`config.mk`:
```
export PLATFORM = sky130hd
export DESIGN_NAME = fifo_wr_arb_flat
export DESIGN_NICKNAME = d
export VERILOG_FILES = /design/src/rtl/fifo_wr_arb_if.sv /design/src/rtl/fifo_wr_arb.sv /design/src/flat_wrapper.sv
export SDC_FILE = /design/constraint.sdc
export NUM_CORES = 1
export LEC_CHECK = 0
export BUFFER_PORTS_ARGS = -buffer_cell sky130_fd_sc_hd__buf_2
export CELL_PAD_IN_SITES_DETAIL_PLACEMENT = 1
export CELL_PAD_IN_SITES_GLOBAL_PLACEMENT = 2
export CORE_AREA = 3 3 56 58
export CTS_BUF_LIST = sky130_fd_sc_hd__clkbuf_8 sky130_fd_sc_hd__clkbuf_16
export DETAILED_ROUTE_END_ITERATION = 16
export DIE_AREA = 0 0 59 61
export PLACE_DENSITY = 0.82
export SYNTH_ARGS = -nofsm -noshare
export SYNTH_HDL_FRONTEND = slang
export SYNTH_SLANG_ARGS = --single-unit
```
`constraint.sdc`:
```
create_clock -name clk -period 3.5 [get_ports clk]
set_input_delay 0.175 -clock clk [delete_from_list [all_inputs] [get_ports clk]]
set_output_delay 0.175 -clock clk [all_outputs]
set_load 0.01 [all_outputs]
```
`src/rtl/fifo_wr_arb_if.sv`:
```
// fifo_wr_arb_if: requester/FIFO-side signals of the two-requester FIFO write arbiter.
interface fifo_wr_arb_if #(parameter int DATA_W = 8);
  logic              req0;
  logic              req1;
  logic [DATA_W-1:0] wdata0;
  logic [DATA_W-1:0] wdata1;
  logic              fifo_full;
  logic              gnt0;
  logic              gnt1;
  logic              fifo_we;
  logic [DATA_W-1:0] fifo_wdata;
  modport master (
    output req0, req1, wdata0, wdata1, fifo_full,
    input  gnt0, gnt1, fifo_we, fifo_wdata
  );
  modport slave (
    input  req0, req1, wdata0, wdata1, fifo_full,
    output gnt0, gnt1, fifo_we, fifo_wdata
  );
endinterface

```
`src/rtl/fifo_wr_arb.sv`:
```
// fifo_wr_arb: two-requester FIFO write arbiter, Moore grants, burst-limited round robin.
module fifo_wr_arb #(
  parameter int DATA_W    = 8,
  parameter int MAX_BURST = 4
) (
  input logic         clk,
  input logic         rst,
  fifo_wr_arb_if.slave bus
);
  typedef enum logic [1:0] {IDLE, G0, G1} state_t;
  localparam logic [3:0] MAX = 4'(MAX_BURST);
  state_t     state, state_n;
  logic [3:0] cnt, cnt_n;
  logic       last, last_n;
  logic       xfer, limit;
  always_ff @(posedge clk) begin
    if (rst) begin
      state <= IDLE;
      cnt   <= 4'd0;
      last  <= 1'b1;
    end else begin
      state <= state_n;
      cnt   <= cnt_n;
      last  <= last_n;
    end
  end
  // rst gates the combinational outputs so nothing is written in the reset cycle
  always_comb begin
    xfer  = ((state == G0 && bus.req0) || (state == G1 && bus.req1)) && !bus.fifo_full && !rst;
    limit = xfer && (cnt + 4'd1 == MAX);
    state_n = state;
    case (state)
      IDLE:    state_n = (bus.req0 && (!bus.req1 || last)) ? G0 : bus.req1 ? G1 : IDLE;
      G0:      state_n = !bus.req0 ? (bus.req1 ? G1 : IDLE) : (limit && bus.req1) ? G1 : G0;
      G1:      state_n = !bus.req1 ? (bus.req0 ? G0 : IDLE) : (limit && bus.req0) ? G0 : G1;
      default: state_n = IDLE;
    endcase
    cnt_n  = (state_n != state || limit) ? 4'd0 : xfer ? cnt + 4'd1 : cnt;
    last_n = (state_n != state && state_n == G0) ? 1'b0 :
             (state_n != state && state_n == G1) ? 1'b1 : last;
    bus.gnt0       = state == G0 && !rst;
    bus.gnt1       = state == G1 && !rst;
    bus.fifo_we    = xfer;
    bus.fifo_wdata = rst ? {DATA_W{1'b0}} : state == G0 ? bus.wdata0 :
                     state == G1 ? bus.wdata1 : {DATA_W{1'b0}};
  end
endmodule

```
`src/flat_wrapper.sv`:
```
// flat-port wrapper written by rule: the top's interface ports become plain ports
module fifo_wr_arb_flat 
#(
  parameter int DATA_W    = 8,
  parameter int MAX_BURST = 4
)
  (clk, rst, bus_req0, bus_req1, bus_wdata0, bus_wdata1, bus_fifo_full, bus_gnt0, bus_gnt1, bus_fifo_we, bus_fifo_wdata);
  fifo_wr_arb_if #(.DATA_W(DATA_W)) bus_i ();
  input logic clk;
  input logic rst;
  input wire logic [$bits(bus_i.req0)-1:0] bus_req0;
  input wire logic [$bits(bus_i.req1)-1:0] bus_req1;
  input wire logic [$bits(bus_i.wdata0)-1:0] bus_wdata0;
  input wire logic [$bits(bus_i.wdata1)-1:0] bus_wdata1;
  input wire logic [$bits(bus_i.fifo_full)-1:0] bus_fifo_full;
  output wire logic [$bits(bus_i.gnt0)-1:0] bus_gnt0;
  output wire logic [$bits(bus_i.gnt1)-1:0] bus_gnt1;
  output wire logic [$bits(bus_i.fifo_we)-1:0] bus_fifo_we;
  output wire logic [$bits(bus_i.fifo_wdata)-1:0] bus_fifo_wdata;
  assign bus_i.req0 = bus_req0;
  assign bus_i.req1 = bus_req1;
  assign bus_i.wdata0 = bus_wdata0;
  assign bus_i.wdata1 = bus_wdata1;
  assign bus_i.fifo_full = bus_fifo_full;
  assign bus_gnt0 = bus_i.gnt0;
  assign bus_gnt1 = bus_i.gnt1;
  assign bus_fifo_we = bus_i.fifo_we;
  assign bus_fifo_wdata = bus_i.fifo_wdata;
  fifo_wr_arb #(.DATA_W(DATA_W), .MAX_BURST(MAX_BURST)) u_core (.clk(clk), .rst(rst), .bus(bus_i));
endmodule
```
==> key figures <==
Status
  – Status: complete, no violations

STA
  – Max-Slew Margin vs Limit: around 63%
  – Final hold violations: 0
  – Clock skew: about 0.0041 ns
  – Setup violators final: 0
  – Max Slew Vio Count: 0
  – Min setup slack post-route: around 1.5 ns
  – Max Freq: 507.0 MHz
  – TNS Setup: 0 ns
  – Final min period: 1.972 ns
  – RSZ-0062 raised after global routing: no
  – Period utilisation layout: a little under three fifths
  – Slew @ Worst Pin: approximately 0.55 ns

Global routing
  – Grt ovf: 0
  – Largest net degree at the start of global routing: 15
  – First-pass GRT wire length: approximately 3.6 mm
  – Initial antenna violation count: 0
  – GRT Total Usage: a little over an eighth
  – Vias in the first global route: between 700 and 800

Worst setup path
  – Reg2reg start: u_core.cnt[0]
  – Worst r2r path cells: 5
  – CP max stage cell: dfxtp_1
  – CP peak stage delay: approximately 0.60 ns
  – Buffers and inverters on the worst path: 1
  – R2r setup slk: about 1.7 ns
  – CP max FO: 14
  – Worst Setup End Kind: primary output
  – Startpoint types: flip-flop
  – CP Class: flip-flop to primary output
  – Req. time, crit path: ~3.3 ns
  – Reg2Reg Capture Point: u_core.state[1]
  – Cell chain of the critical path: nor3b_2, a22o_1, buf_2
  – Top delay family on crit path: flip-flops
  – Worst EP arrival: 1.80 ns

CTS
  – CTS Sinks: 7
  – Clock Latency Late Sink: around 0.23 ns
  – Hold_buf cts: 0
  – CTS buffer count: 3
  – Clock transition at the registers of the reported paths: ~0.05 ns
  – CTS root buf: clkbuf_8
  – Htree depth: 1
  – CTS tree: yes
  – Max clock buf depth: 2
  – Resized cells post-CTS: 0
  – Setup Buffers After CTS: 0

Floorplan
  – Row cnt: 19
  – Ports: 32
  – Die height: between 60 and 70 um
  – Die area: approximately 3600 um2
  – Die X: roughly 60 um
  – CORE AREA: approximately 2700 um2
  – Initial Util: approximately a quarter

Worst hold path
  – Hold WC Path Type: primary input to flip-flop
  – Hold_sp: bus_fifo_full
  – Hold endpoint: u_core.cnt[3]
  – Hold path depth: 4

Synth
  – Largest cells by area after synthesis: dfxtp_1, a22o_1, a2111oi_4
  – Synth Flop Type: dfxtp_1
  – Post-synth top area share: between 10% and 20%
  – Ys async rst share: 0%
  – Synth Area in XOR/XNOR: about 3.7%
  – Largest family of logic cells by synthesized area: compound AO/OA/AOI/OAI gates
  – Top post-synthesis cells by count: a22o_1, dfxtp_1, nor2_1
  – Post-Syn Area: just over 700 um2
  – Adder-Cell Fraction of Synth Area: under 10%
  – Synth Instances: 79
  – Register area share after synthesis: about a fifth
  – Flops & latches, synth: 7
  – Mapped Nets: just over 100
  – Synthesized area per cell: 9.028 um2
  – Most frequent cell after synthesis: a22o_1
  – Yosys top cell by area: dfxtp_1
  – Compound-gate portion of the synthesized area: ~37%
  – Multiplexer share of the synthesized area: 1.404%
  – Post-synth cell types: 38
  – Synth Warn #: 0
  – Post-synthesis simple-gate area fraction: 29.12%
  – Post-synth EDFFs: 0

Layout
  – Register area: between 100 and 150 um2
  – Antenna diode count: 0
  – Area growth from synthesis to layout: 29.30%
  – # nets final: 135
  – Ratio of cells with drive above 1 in the final layout: around 40%
  – Fin util: approximately 34%
  – Final non-filler cell total: between 100 and 150
  – Area of the multi-input gates: approximately 530 um2
  – # fillers: about 350

Routing
  – Remaining DRCs: 0
  – Initial drt markers: 14
  – Vias: between 700 and 800
  – Via/cell ratio: between 5 and 6
  – Pre-antenna DRT Iters: 4
  – Routed WL: between 2 and 2.5 mm
  – Drt wl/cell: between 10 and 15 um
  – Routed Antenna Nets: 0

Pwr
  – Pwr dens: around 290 nW/um2
  – Static leakage: a little over 0.4 nW
  – Maximum VDD drop: about 0.18 mV

Place
  – DP Wirelength: roughly 1.7 mm
  – Placed cell count: about 140
  – IO Port Bufs: 31
  – Routability cong.: ~0.78
  – Pre-CTS setup slack: about 1.7 ns

Flow run
  – Max capacitance violation total: 0
[final cells by class]
cell class | instances | share of cell area [%]
repair buffers | 31 | 16.82
inverters | 3 | 1.221
clock inverters | 1 | 0.4071
flip-flops and latches | 7 | 15.20
multi-input cells | 66 | 57.67
clock buffers | 3 | 4.478
well taps | 31 | 4.206
[cells by family (layout without fill, tap and decap cells)]
group | after synthesis | in the layout
and+or+nand+nor | 32 | 32
AOI/OAI and AO/OA | 28 | 28
DFF | 7 | 7
buffers and inverters | 6 | 38
xor gates and xnor gates | 3 | 3
adders and majority gates | 2 | 2
muxes | 1 | 1
[stage by stage]
step / hold slack [ns] / cell area [um2] / total power [mW]
2_1_floorplan: 0.3988 / 713.2 / 0.1283
3_3_place_gp: 0.5581 / 877.1 / 0.1504
3_5_place_dp: 0.5773 / 877.1 / 0.1516
4_1_cts: 0.3393 / 922.1 / 0.2710
5_1_grt: 0.3575 / 922.1 / 0.2831
6_report: 0.3348 / 922.1 / 0.2656
[power by group]
part | internal [mW] | switching [mW] | total, mW
Clock | 0.0763 | 0.0400 | 0.116
Sequential | 0.0834 | 0.00842 | 0.0918
Combinational | 0.0278 | 0.0297 | 0.0575
[worst reg2reg max path, stage by stage (launching register included)]
cell and delay [ns]:
dfxtp_1 0.44, ha_1 0.27, or3b_1 0.40, o41ai_2 0.10
a2111oi_1 0.16, a211o_1 0.31
[worst max-delay path by stage]
stage	startpoint	to	slack, ns	cells past startpoint
2_1_floorplan	u_core.cnt[0]	u_core.state[1]	1.87	5
3_3_place_gp	u_core.cnt[0]	u_core.state[1]	1.77	5
3_5_place_dp	u_core.cnt[0]	u_core.state[1]	1.70	5
4_1_cts	u_core.state[0]	bus_fifo_wdata[4]	1.50	3
5_1_grt	u_core.state[0]	bus_fifo_wdata[4]	1.35	3
6_report	u_core.state[0]	bus_fifo_wdata[4]	1.53	3
[sequential cells by signal, summed over array words and instances, names as in the netlist]
| signal | cells |
|---|---|
| u_core.last | 1 |
| u_core.cnt | 4 |
| u_core.state | 2 |
[layer usage]
layer  track usage (%)  wire [um]  share of wire [%]
met4             3.883         21               0.99
met3             3.830        120                5.7
met1             15.68        955                 45
met2             23.50       1021                 48
met5                 0          0                  0
[layout by cell type (no fill, tap or decap), drive strengths merged, types with 2 or more instances in the layout]
cell / count
ha: 2
nor3: 4
clkbuf: 3
a22o: 8
o21ai: 4
nor3b: 3
nand2: 5
a21oi: 2
a2111oi: 2
xnor2: 3
and3b: 3
a211oi: 3
a21boi: 3
inv: 4
nor2: 7
nor2b: 3
buf: 31
nand3b: 2
dfxtp: 7
Power figures use the tool's default switching activity.
